## src/rtl/ltsm_sbinit_ctrl_pkg.sv

```systemverilog
// Shared sideband codes, mux selects and SBINIT states.
// Also used by later link-training phases.
package sb_codex;

    typedef enum logic [2:0] {
        SB_SEL_Z      = 3'd0,
        SB_SEL_DIS    = 3'd1,
        SB_SEL_SBINIT = 3'd2,
        SB_SEL_COMS   = 3'd3
    } SB_mux_sel_t;

    typedef enum logic [2:0] {
        ST_IDLE,
        ST_PATTERN,
        ST_TAIL,
        ST_OOR,
        ST_DONE_HS,
        ST_COMPLETE,
        ST_ERROR
    } sbinit_state_t;

    localparam logic [7:0] SBINIT_OOR       = 8'h01;
    localparam logic [7:0] SBINIT_DONE_REQ  = 8'h02;
    localparam logic [7:0] SBINIT_DONE_RESP = 8'h03;

    function automatic SB_mux_sel_t sel_for(sbinit_state_t s);
        SB_mux_sel_t r;
        r = SB_SEL_DIS;
        case (s)
            ST_PATTERN, ST_TAIL:
                r = SB_SEL_SBINIT;
            ST_OOR, ST_DONE_HS, ST_COMPLETE:
                r = SB_SEL_COMS;
            default:
                r = SB_SEL_DIS;
        endcase
        return r;
    endfunction

endpackage

```

## src/rtl/ltsm_sbinit_ctrl_if.sv

```systemverilog
// Sideband message TX/RX handshake between SBINIT control
// and the sideband transport.
interface ltsm_sbinit_ctrl_if;
    logic [7:0] tx_msg_o;
    logic       tx_valid_o;
    logic       tx_ack_i;
    logic [7:0] rx_msg_i;
    logic       rx_valid_i;

    modport master (
        output tx_msg_o,
        output tx_valid_o,
        input  tx_ack_i,
        input  rx_msg_i,
        input  rx_valid_i
    );

    modport slave (
        input  tx_msg_o,
        input  tx_valid_o,
        output tx_ack_i,
        output rx_msg_i,
        output rx_valid_i
    );
endinterface

```

## src/rtl/ltsm_sbinit_ctrl_timer.sv

```systemverilog
// Saturating phase timeout counter shared by the
// link-training phase controllers.
module ltsm_timeout_timer #(
    parameter int CYCLES = 800000
) (
    input  logic clk,
    input  logic rst,
    input  logic clear,
    input  logic run,
    output logic expired
);
    localparam int TW = (CYCLES > 1) ? $clog2(CYCLES) : 1;
    localparam logic [TW-1:0] LAST = TW'(CYCLES - 1);

    logic [TW-1:0] cnt_q;
    logic [TW-1:0] cnt_d;

    always_comb begin
        cnt_d = cnt_q;
        if (clear)
            cnt_d = '0;
        else if (run && cnt_q != LAST)
            cnt_d = cnt_q + TW'(1);
    end

    always_ff @(posedge clk or posedge rst) begin
        if (rst)
            cnt_q <= '0;
        else
            cnt_q <= cnt_d;
    end

    assign expired = (cnt_q == LAST);
endmodule

```

## src/rtl/ltsm_sbinit_ctrl.sv

```systemverilog
// SBINIT phase sequencer: clock pattern exchange, then the
// out-of-reset and done message handshakes.
module ltsm_sbinit_ctrl
    import sb_codex::*;
#(
    parameter int TIMEOUT_CYCLES = 800000,
    parameter int DETECT_ITERS   = 2,
    parameter int TAIL_ITERS     = 4
) (
    input  logic       clk_100MHz,
    input  logic       reset,
    input  logic       enable_i,
    input  logic       start_i,
    input  logic       pattern_iter_done_i,
    input  logic       pattern_detect_i,
    input  logic       pattern_err_i,
    output logic       pattern_tx_en_o,
    output logic [2:0] sb_tx_sel_o,
    output logic       done_o,
    output logic       error_o,
    ltsm_sbinit_ctrl_if.master sb
);
    localparam int DW = $clog2(DETECT_ITERS + 1);
    localparam int AW = $clog2(TAIL_ITERS + 1);
    localparam logic [DW-1:0] DET_N  = DW'(DETECT_ITERS);
    localparam logic [AW-1:0] TAIL_N = AW'(TAIL_ITERS);

    sbinit_state_t state_q, state_d;
    logic [DW-1:0] det_cnt_q, det_cnt_d;
    logic [AW-1:0] tail_cnt_q, tail_cnt_d;
    logic          oor_rx_seen_q, oor_rx_seen_d;
    logic          resp_rx_seen_q, resp_rx_seen_d;
    logic          resp_pending_q, resp_pending_d;
    logic          req_acked_q, req_acked_d;
    logic          pat_en_q, pat_en_d;
    SB_mux_sel_t   sel_q, sel_d;
    logic [7:0]    msg_q, msg_d;
    logic          valid_q, valid_d;
    logic          done_q, done_d;
    logic          err_q, err_d;

    logic active, ack, rx_ok;
    logic rx_oor, rx_req, rx_resp;
    logic expired;

    assign active = (state_q == ST_PATTERN) || (state_q == ST_TAIL) ||
                    (state_q == ST_OOR)     || (state_q == ST_DONE_HS);
    assign ack     = valid_q & sb.tx_ack_i;
    assign rx_ok   = sb.rx_valid_i & active;
    assign rx_oor  = rx_ok && sb.rx_msg_i == SBINIT_OOR &&
                     state_q != ST_DONE_HS;
    assign rx_req  = rx_ok && sb.rx_msg_i == SBINIT_DONE_REQ &&
                     (state_q == ST_OOR || state_q == ST_DONE_HS);
    assign rx_resp = rx_ok && sb.rx_msg_i == SBINIT_DONE_RESP;

    ltsm_timeout_timer #(
        .CYCLES (TIMEOUT_CYCLES)
    ) u_timer (
        .clk     (clk_100MHz),
        .rst     (reset),
        .clear   (state_q == ST_IDLE),
        .run     (active),
        .expired (expired)
    );

    always_comb begin
        state_d        = state_q;
        det_cnt_d      = det_cnt_q;
        tail_cnt_d     = tail_cnt_q;
        oor_rx_seen_d  = oor_rx_seen_q;
        resp_rx_seen_d = resp_rx_seen_q;
        resp_pending_d = resp_pending_q;
        req_acked_d    = req_acked_q;
        msg_d          = msg_q;
        valid_d        = valid_q;

        unique case (state_q)
            ST_IDLE: begin
                if (start_i && enable_i) begin
                    state_d        = ST_PATTERN;
                    det_cnt_d      = '0;
                    tail_cnt_d     = '0;
                    oor_rx_seen_d  = 1'b0;
                    resp_rx_seen_d = 1'b0;
                    resp_pending_d = 1'b0;
                    req_acked_d    = 1'b0;
                end
            end
            ST_PATTERN: begin
                if (pattern_err_i)
                    det_cnt_d = '0;
                else if (pattern_detect_i)
                    det_cnt_d = det_cnt_q + DW'(1);
                if (det_cnt_d == DET_N) begin
                    state_d    = ST_TAIL;
                    tail_cnt_d = '0;
                end
            end
            ST_TAIL: begin
                if (pattern_iter_done_i)
                    tail_cnt_d = tail_cnt_q + AW'(1);
                if (tail_cnt_d == TAIL_N) begin
                    state_d = ST_OOR;
                    valid_d = 1'b1;
                    msg_d   = SBINIT_OOR;
                end
            end
            ST_OOR: begin
                if (ack) begin
                    valid_d = 1'b0;
                    if (oor_rx_seen_q || rx_oor)
                        state_d = ST_DONE_HS;
                end else if (!valid_q) begin
                    valid_d = 1'b1;
                    msg_d   = SBINIT_OOR;
                end
            end
            ST_DONE_HS: begin
                // Own REQ always goes out before any RESP.
                if (ack) begin
                    valid_d = 1'b0;
                    if (msg_q == SBINIT_DONE_REQ)
                        req_acked_d = 1'b1;
                    else if (msg_q == SBINIT_DONE_RESP)
                        resp_pending_d = 1'b0;
                end else if (!valid_q) begin
                    if (!req_acked_q) begin
                        valid_d = 1'b1;
                        msg_d   = SBINIT_DONE_REQ;
                    end else if (resp_pending_q) begin
                        valid_d = 1'b1;
                        msg_d   = SBINIT_DONE_RESP;
                    end else if (resp_rx_seen_q) begin
                        state_d = ST_COMPLETE;
                    end
                end
            end
            ST_COMPLETE, ST_ERROR: begin
                state_d = state_q;
            end
            default: begin
                state_d = ST_IDLE;
            end
        endcase

        // Partner requests arriving with an ack still count.
        if (rx_oor)
            oor_rx_seen_d = 1'b1;
        if (rx_req)
            resp_pending_d = 1'b1;
        if (rx_resp)
            resp_rx_seen_d = 1'b1;

        if (active && expired)
            state_d = ST_ERROR;
        if (state_q != ST_IDLE && !enable_i)
            state_d = ST_IDLE;

        if (state_d != ST_OOR && state_d != ST_DONE_HS) begin
            valid_d = 1'b0;
            msg_d   = '0;
        end
        pat_en_d = (state_d == ST_PATTERN) || (state_d == ST_TAIL);
        sel_d    = sel_for(state_d);
        done_d   = (state_d == ST_COMPLETE);
        err_d    = (state_d == ST_ERROR);
    end

    always_ff @(posedge clk_100MHz or posedge reset) begin
        if (reset) begin
            state_q        <= ST_IDLE;
            det_cnt_q      <= '0;
            tail_cnt_q     <= '0;
            oor_rx_seen_q  <= 1'b0;
            resp_rx_seen_q <= 1'b0;
            resp_pending_q <= 1'b0;
            req_acked_q    <= 1'b0;
            pat_en_q       <= 1'b0;
            sel_q          <= SB_SEL_DIS;
            msg_q          <= '0;
            valid_q        <= 1'b0;
            done_q         <= 1'b0;
            err_q          <= 1'b0;
        end else begin
            state_q        <= state_d;
            det_cnt_q      <= det_cnt_d;
            tail_cnt_q     <= tail_cnt_d;
            oor_rx_seen_q  <= oor_rx_seen_d;
            resp_rx_seen_q <= resp_rx_seen_d;
            resp_pending_q <= resp_pending_d;
            req_acked_q    <= req_acked_d;
            pat_en_q       <= pat_en_d;
            sel_q          <= sel_d;
            msg_q          <= msg_d;
            valid_q        <= valid_d;
            done_q         <= done_d;
            err_q          <= err_d;
        end
    end

    assign pattern_tx_en_o = pat_en_q;
    assign sb_tx_sel_o     = sel_q;
    assign done_o          = done_q;
    assign error_o         = err_q;
    assign sb.tx_msg_o     = msg_q;
    assign sb.tx_valid_o   = valid_q;
endmodule

```

## src/flat_wrapper.sv

```systemverilog
// flat-port wrapper written by rule: the top's interface ports become plain ports
module ltsm_sbinit_ctrl_flat import sb_codex::*;
#(
    parameter int TIMEOUT_CYCLES = 800000,
    parameter int DETECT_ITERS   = 2,
    parameter int TAIL_ITERS     = 4
)
  (clk_100MHz, reset, enable_i, start_i, pattern_iter_done_i, pattern_detect_i, pattern_err_i, pattern_tx_en_o, sb_tx_sel_o, done_o, error_o, sb_tx_msg_o, sb_tx_valid_o, sb_tx_ack_i, sb_rx_msg_i, sb_rx_valid_i);
  ltsm_sbinit_ctrl_if sb_i ();
  input  logic clk_100MHz;
  input  logic reset;
  input  logic enable_i;
  input  logic start_i;
  input  logic pattern_iter_done_i;
  input  logic pattern_detect_i;
  input  logic pattern_err_i;
  output logic pattern_tx_en_o;
  output logic [2:0] sb_tx_sel_o;
  output logic done_o;
  output logic error_o;
  output wire logic [$bits(sb_i.tx_msg_o)-1:0] sb_tx_msg_o;
  output wire logic [$bits(sb_i.tx_valid_o)-1:0] sb_tx_valid_o;
  input wire logic [$bits(sb_i.tx_ack_i)-1:0] sb_tx_ack_i;
  input wire logic [$bits(sb_i.rx_msg_i)-1:0] sb_rx_msg_i;
  input wire logic [$bits(sb_i.rx_valid_i)-1:0] sb_rx_valid_i;
  assign sb_tx_msg_o = sb_i.tx_msg_o;
  assign sb_tx_valid_o = sb_i.tx_valid_o;
  assign sb_i.tx_ack_i = sb_tx_ack_i;
  assign sb_i.rx_msg_i = sb_rx_msg_i;
  assign sb_i.rx_valid_i = sb_rx_valid_i;
  ltsm_sbinit_ctrl #(.TIMEOUT_CYCLES(TIMEOUT_CYCLES), .DETECT_ITERS(DETECT_ITERS), .TAIL_ITERS(TAIL_ITERS)) u_core (.clk_100MHz(clk_100MHz), .reset(reset), .enable_i(enable_i), .start_i(start_i), .pattern_iter_done_i(pattern_iter_done_i), .pattern_detect_i(pattern_detect_i), .pattern_err_i(pattern_err_i), .pattern_tx_en_o(pattern_tx_en_o), .sb_tx_sel_o(sb_tx_sel_o), .done_o(done_o), .error_o(error_o), .sb(sb_i));
endmodule
```

## config.mk

```make
export PLATFORM = sky130hd
export DESIGN_NAME = ltsm_sbinit_ctrl_flat
export DESIGN_NICKNAME = d
export VERILOG_FILES = /design/src/rtl/ltsm_sbinit_ctrl_pkg.sv /design/src/rtl/ltsm_sbinit_ctrl_if.sv /design/src/rtl/ltsm_sbinit_ctrl_timer.sv /design/src/rtl/ltsm_sbinit_ctrl.sv /design/src/flat_wrapper.sv
export SDC_FILE = /design/constraint.sdc
export NUM_CORES = 1
export LEC_CHECK = 0
export ABC_AREA = 1
export BUFFER_PORTS_ARGS = -buffer_cell sky130_fd_sc_hd__buf_2
export CAP_MARGIN = 20
export CORE_ASPECT_RATIO = 2
export CORE_MARGIN = 8
export CORE_UTILIZATION = 52
export DETAILED_ROUTE_END_ITERATION = 10
export PLACE_DENSITY = 0.76
export REMOVE_ABC_BUFFERS = 1
export SYNTH_ARGS = -nofsm -noshare
export SYNTH_HDL_FRONTEND = slang
export SYNTH_SLANG_ARGS = --single-unit
```

## constraint.sdc

```tcl
create_clock -name clk_100MHz -period 1.91 [get_ports clk_100MHz]
set_clock_uncertainty 0.1 [all_clocks]
set_input_delay 0.573 -clock clk_100MHz [delete_from_list [all_inputs] [get_ports clk_100MHz]]
set_output_delay 0.573 -clock clk_100MHz [all_outputs]
set_load 0.05 [all_outputs]
```

== After elaboration in Yosys (flattened, before gate mapping) ==
Index checks and enable logic that the tools add are counted.
Cells by class
  add/sub/neg operators: 3
  equality and inequality tests: 38
  multiplexer cells: 55
  bitwise logic cells: 2
  reduce and logical (&&, ||, !) cells: 40
Operators by type and width (number)
  $mux W8: 8
  $mux W3: 16
  $mux W20: 2
  $eq A8 B2 Y1 const B: 4
  $pmux W8 S3: 1
  $eq A3 B3 Y1 const B: 7
  $ne A3 B3 Y1 const B: 7
  $add A20 B1 Y20 const B: 1
  $eq A20 B20 Y1 const B: 1
  $ne A20 B20 Y1 const B: 1
  $pmux W3 S6: 1
  $mux W1: 17
  $reduce_bool A2 Y1: 7
  $eq A3 B2 Y1 const B: 4
  $logic_and A1 B1 Y1: 10
  $ne A3 B2 Y1 const B: 3
  $pmux W3 S3: 1
  $reduce_bool A3 Y1: 3
  $eq A8 B1 Y1 const B: 1
  $mux W2: 4
  $pmux W2 S2: 2
  $reduce_and A2 Y1: 4
  $reduce_and A7 Y1: 1
  $eq A3 B1 Y1 const B: 2
  19 further kinds: 30
Storage, ports and cells
  flip-flop bits (word level): 46
  input bits: 17
  output and inout bits: 15
  logic and storage cells: 152

== Longest topological paths before layout ==
  depth after elaboration: 17
  depth in mapped cells: 15

== Modules after synthesis ==
From an unflattened synthesis, not the netlist that was laid out.
Second synthesis, totals
  cell total of the unflattened synthesis: 389
  area total of the unflattened synthesis: 2777.7 um^2
Modules (own cells, without submodules)
  ltsm_timeout_timer: instances 1, cells an instance 211, area each 1417.6 um^2, seq. area each 500.5 um^2
  ltsm_sbinit_ctrl: instances 1, cells an instance 178, area each 1360.1 um^2, seq. area each 501.7 um^2

== Least setup slack after synthesis ==
OpenSTA, ideal clock, no wires.
  path type: register to register
  from: reg u_core.u_timer.cnt_q[0]
  to: reg u_core.u_timer.cnt_q[14]
  setup time: 0.119 ns
  data arrival time: 1.561 ns
  data required time: 1.691 ns
  slack: 0.130 ns
  cell stages (with the launch flop): 12
  path buffers: 0
  period minus slack after synthesis: 1.780 ns
  cells stage by stage: dfrtp_1 > ha_1 > nand3_1 > nor2_1 > nand3_1 > nand2_2 > inv_2 > nand2_1 > nor3b_2 > nand3_1 > nand2_1 > nor2_1
On the way
  cells in the longest elaborated chain, start to end: 3
Ends and longest elaborated chain
  from (decl): RTL line ltsm_sbinit_ctrl_timer.sv:15  | logic [TW-1:0] cnt_q;
  from (signal assigned): RTL line ltsm_sbinit_ctrl_timer.sv:30  | cnt_q <= cnt_d;
  $add A20 B1 Y20 or $ne A20 B20 Y1 (tied branches): RTL line ltsm_sbinit_ctrl_timer.sv:23, ltsm_sbinit_ctrl_timer.sv:22
  $mux W20 or $logic_and A1 B1 Y1 (tied branches): RTL line ltsm_sbinit_ctrl_timer.sv:22  | else if (run && cnt_q != LAST)
  $mux W20 or $reduce_bool A2 Y1 (tied branches)
Several ways; a longest one is shown, not always the timed one. The select of a mux whose other input is x is not followed.
A chain may end at the register's enable or synchronous reset.

== Worst setup path in the final report ==
  from: reg u_core.state_q[1]
  to: reg u_core.u_timer.cnt_q[14]
On the way
  cells in the longest elaborated chain, start to end: 6
Ends and longest elaborated chain
  from (decl): RTL line ltsm_sbinit_ctrl.sv:28  | sbinit_state_t state_q, state_d;
  from (signal assigned): RTL line ltsm_sbinit_ctrl.sv:185  | state_q <= state_d;
  $eq A3 B1 Y1 or $eq A3 B2 Y1 (tied branches): RTL line ltsm_sbinit_ctrl.sv:46  | assign active = (state_q == ST_PATTERN) || (state_q == ST_TAIL) ||
  $logic_or A1 B1 Y1 (2 in series): RTL line ltsm_sbinit_ctrl.sv:46
  $logic_or A1 B1 Y1: RTL line ltsm_sbinit_ctrl.sv:47  | (state_q == ST_OOR) || (state_q == ST_DONE_HS);
  $logic_and A1 B1 Y1: RTL line ltsm_sbinit_ctrl_timer.sv:22
  $reduce_bool A2 Y1 (no source line)
Several ways; a longest one is shown, not always the timed one.

==> summary.json <==
{
  "gr-total-overflow": {"value": 0},
  "vdd_drop_max": {"value": 0.912, "unit": "mV"},
  "comb_power_share": {"value": 55.3, "unit": "%"},
  "worstSetupPathType": {"value": "register to register"},
  "p_switching": {"value": 1.81, "unit": "mW"},
  "intPower": {"value": 2.23, "unit": "mW"},
  "ant_nets": {"value": 0},
  "synth_compound_area_share": {"value": 11.6, "unit": "%"},
  "final_util": {"value": 75.9, "unit": "%"},
  "failed_checks": {"value": "negative setup slack"},
  "result_of_the_run": {"value": "finished, violations left"},
  "clock_power_share": {"value": 17.9, "unit": "%"},
  "grt_pass1_wl": {"value": 11.0, "unit": "mm"},
  "ys_seq_area_share": {"value": 40.8, "unit": "%"},
  "grt_setup_unrepaired": {"value": "true"},
  "finalWeightedCongestion": {"value": 0.980},
  "power-per-cell-area": {"value": 1170, "unit": "nW/um^2"},
  "seqPwrFrac": {"value": 26.8, "unit": "%"},
  "antennaDiodeCount": {"value": 0},
  "post_synth_fa_ha_maj_area_fraction": {"value": 1.02, "unit": "%"},
  "htree_levels": {"value": 2},
  "core-area": {"value": 4550, "unit": "sq um"},
  "floorplan.initialDensity": {"value": 53.9, "unit": "%"},
  "ys_top_cells_by_area": {"value": "sky130_fd_sc_hd__dfrtp_1 40%, sky130_fd_sc_hd__nand2_1 9.9%, sky130_fd_sc_hd__inv_1 7.6%, sky130_fd_sc_hd__nor2_1 6.9%, sky130_fd_sc_hd__nand2_2 3.3%"},
  "dp_hpwl": {"value": 5.06, "unit": "mm"},
  "synth_simple_gate_area_share": {"value": 32.3, "unit": "%"},
  "rows": {"value": 35},
  "crit_arrival": {"value": 2000, "unit": "ps"},
  "die_height": {"value": 113, "unit": "um"},
  "grt.total_usage": {"value": 18.7, "unit": "%"},
  "crit_path_max_fanout": {"value": 6},
  "ys.warnings.count": {"value": 0},
  "synth_xor_area_share": {"value": 2.50, "unit": "%"},
  "worstSkewPairLatency": {"value": 300, "unit": "ps"},
  "power.share.switching": {"value": 44.8, "unit": "%"},
  "setup.worst_path.start": {"value": "u_core.state_q[1]"},
  "final_max_slew_viol_count": {"value": 0},
  "clk_tree_root_cell": {"value": "sky130_fd_sc_hd__clkbuf_8"},
  "finalWorstPathRequiredPeriod": {"value": 1910, "unit": "ps"},
  "num_vias": {"value": 2585},
  "timing.rr.start": {"value": "u_core.state_q[1]"},
  "drv.max_cap_violation_count": {"value": 0},
  "port_buffers": {"value": 24},
  "cts_max_path_buffers": {"value": 2},
  "area_growth_from_synthesis_to_final_layout": {"value": 40.8, "unit": "%"},
  "die-area": {"value": 7310, "unit": "sq um"},
  "number_of_enable_type_register_cells_in_the_synthesized_netlist": {"value": 0},
  "synth_mux_area_share": {"value": 0, "unit": "%"},
  "report.final.hold_viol_count": {"value": 0},
  "route.detailed.drc": {"value": 0},
  "drt_iter0_markers": {"value": 143},
  "top_ports": {"value": 32},
  "first_global_vias": {"value": 2623},
  "syn-instance-count": {"value": 333},
  "synth_area_leader_cell": {"value": "sky130_fd_sc_hd__dfrtp_1"},
  "finalSetupViolCount": {"value": 1},
  "wl_per_cell": {"value": 15.3, "unit": "um"},
  "dp_worst_setup_slack": {"value": -113, "unit": "ps"},
  "syn_area": {"value": 2450, "unit": "sq um"},
  "ratio_of_cells_with_drive_above_1_in_the_final_layout": {"value": 41.8, "unit": "%"},
  "hold_class": {"value": "input port to asynchronous set/reset pin"},
  "clk_transition_reported_paths": {"value": 90, "unit": "ps"},
  "crit_required": {"value": 2000, "unit": "ps"},
  "synth-async-reset-ratio": {"value": 100, "unit": "%"},
  "antenna_found_initial": {"value": 0},
  "stdcell_area": {"value": 3460, "unit": "sq um"},
  "post_route_fraction_of_the_period_consumed_by_the_critical_path": {"value": 100, "unit": "%"},
  "placedInstanceArea": {"value": 2930, "unit": "sq um"},
  "dominantRegCellSynth": {"value": "sky130_fd_sc_hd__dfrtp_1"},
  "die-width": {"value": 64.6, "unit": "um"},
  "yosys.cell_types.count": {"value": 38},
  "synth.avg_cell_area": {"value": 7.37, "unit": "sq um"},
  "cts.sink_count": {"value": 40},
  "yosysTopAreaCellShare": {"value": 39.8, "unit": "%"},
  "startpoint_kind_of_the_worst_setup_timing_path": {"value": "register"},
  "static-leakage-power": {"value": 1.69, "unit": "nW"},
  "totalWireLength": {"value": 7.25, "unit": "mm"},
  "final.fill_count": {"value": 344},
  "synth.ff_latch_count": {"value": 40},
  "dominant_combinational_cell_family_by_area_after_synthesis": {"value": "simple AND/OR/NAND/NOR gates"},
  "tritoncts_clock_tree": {"value": "done"},
  "final_nets": {"value": 437},
  "cts_buffers": {"value": 5},
  "grt_start_max_net_pins": {"value": 41},
  "fmax": {"value": 0.523, "unit": "GHz"},
  "post_drt_via_cell_ratio": {"value": 5.45},
  "finalSetupTns": {"value": -3.19, "unit": "ps"},
  "end_kind": {"value": "register"},
  "first_pass_iters": {"value": 4},
  "final.setup.worst_slack": {"value": -3.19, "unit": "ps"}
}
## power by group through the flow
| stage | Sequential, mW | Clock [mW] | Combinational, mW |
|---|---|---|---|
| finish | 1.08 | 0.724 | 2.23 |
| global route | 1.09 | 0.765 | 2.40 |
| detailed placement | 1.07 | 0 | 1.67 |
| floorplan | 1.23 | 0 | 0.878 |
| CTS | 1.06 | 0.731 | 1.74 |
| global placement | 1.06 | 0 | 1.62 |
## synth_stat cells, types with 2 or more instances
cell type and number:
sky130_fd_sc_hd__xnor2_1 2, sky130_fd_sc_hd__inv_2 4, sky130_fd_sc_hd__dfrtp_1 39, sky130_fd_sc_hd__nand4_1 10, sky130_fd_sc_hd__o31ai_1 4, sky130_fd_sc_hd__nor3_1 13, sky130_fd_sc_hd__inv_1 50, sky130_fd_sc_hd__a31oi_1 2
sky130_fd_sc_hd__nand3_1 15, sky130_fd_sc_hd__nand2_2 13, sky130_fd_sc_hd__a22oi_1 2, sky130_fd_sc_hd__nand3_2 2, sky130_fd_sc_hd__buf_4 8, sky130_fd_sc_hd__o22ai_1 3, sky130_fd_sc_hd__nor2_1 45, sky130_fd_sc_hd__nand2_1 65
sky130_fd_sc_hd__xor2_1 5, sky130_fd_sc_hd__nor2_4 2, sky130_fd_sc_hd__o21ai_0 14, sky130_fd_sc_hd__ha_1 2, sky130_fd_sc_hd__a21oi_1 16
## sequential cells by signal (all words and copies together), names as in the netlist
name and count:
u_core.u_timer.cnt_q 20, u_core.state_q 3, u_core.tail_cnt_q 3, u_core.det_cnt_q 2, u_core.sb.tx_msg_o 2, u_core.sb_tx_sel_o 2
u_core.done_o 1, u_core.error_o 1, u_core.oor_rx_seen_q 1, u_core.pattern_tx_en_o 1, u_core.req_acked_q 1, u_core.resp_pending_q 1
u_core.resp_rx_seen_q 1, u_core.sb.tx_valid_o 1
## path summary, 6_finish.rpt
check,end,slack (ps),depth (start not counted)
setup / recovery,u_core.u_timer.cnt_q[14],-3,11
hold / removal,u_core.u_timer.cnt_q[4],220,3
setup reg to reg,u_core.u_timer.cnt_q[14],-3,11
hold reg to reg,u_core.u_timer.cnt_q[8],420,1
max in group asynchronous,u_core.sb_tx_sel_o[0],1240,3
min in group clk_100MHz,u_core.u_timer.cnt_q[8],420,1
## layout make-up
| cell class | count | area, sq um | area share, % |
|---|---|---|---|
| Inverter | 55 | 214 | 6.19 |
| Sequential cell | 40 | 1010 | 29.1 |
| Clock buffer | 5 | 68.8 | 1.99 |
| Timing Repair Buffer | 82 | 591 | 17.1 |
| Clock inverter | 3 | 46.3 | 1.34 |
| Multi-Input combinational cell | 234 | 1460 | 42.3 |
| Tap cell | 55 | 68.8 | 1.99 |
## what timing repair did
action                     4_1_cts  5_1_grt
hold buffers                     0        0
gates resized for setup         11       76
setup buffers                    1       14
setup endpoints to repair       13       23
pin swaps                        1       36
## metal layers
| layer | up-vias | global-route usage, % | routed length (um) |
|---|---|---|---|
| li1 | 1231 | - | - |
| met1 | 1242 | 15.5 | 2530 |
| met2 | 78 | 37.4 | 4090 |
| met3 | 34 | 2.87 | 196 |
| met4 | 0 | 12.3 | 434 |
| met5 | - | 0 | 0 |
## through the flow
stage / total power, mW / std cells / hold slack (ps)
after floorplan: 2.11 / 329 / 355
after global placement: 2.68 / 451 / 378
after detailed placement: 2.73 / 451 / 382
after CTS: 3.53 / 460 / 228
after global routing: 4.26 / 474 / 236
final: 4.04 / 474 / 219
## kinds of logic (layout without fill, tap and decap cells)
logic type / count (synthesis) / in the layout
flops: 40 / 40
xor+xnor: 7 / 7
simple gates: 171 / 171
buf+inv: 65 / 145
other cells: 1 / 7
fa+ha+maj: 2 / 2
compound gates: 47 / 47
## critical path: stages, from the launching register on
cell and delay, ps:
sky130_fd_sc_hd__dfrtp_2 450, sky130_fd_sc_hd__nor2_4 150, sky130_fd_sc_hd__nand2_4 100, sky130_fd_sc_hd__buf_4 150
sky130_fd_sc_hd__nand2_4 80, sky130_fd_sc_hd__nand2_4 90, sky130_fd_sc_hd__inv_4 70, sky130_fd_sc_hd__nand2_2 70
sky130_fd_sc_hd__nor3b_4 270, sky130_fd_sc_hd__nand3_1 110, sky130_fd_sc_hd__nand2_1 80, sky130_fd_sc_hd__nor2_1 50
## placed cells by master (no fill, tap or decap), drive strengths merged, types with 2 or more instances in the layout
cell type	instances
buf	82
xor2	5
nand2	79
conb	7
nor3	14
o22ai	3
ha	2
nor2	48
a22oi	2
clkbuf	5
inv	56
nor3b	2
a21oi	17
o31ai	4
nand4	10
xnor2	2
a31oi	2
o21ai	14
nand3	17
dfrtp	39
(Power assumes the default switching activity.)
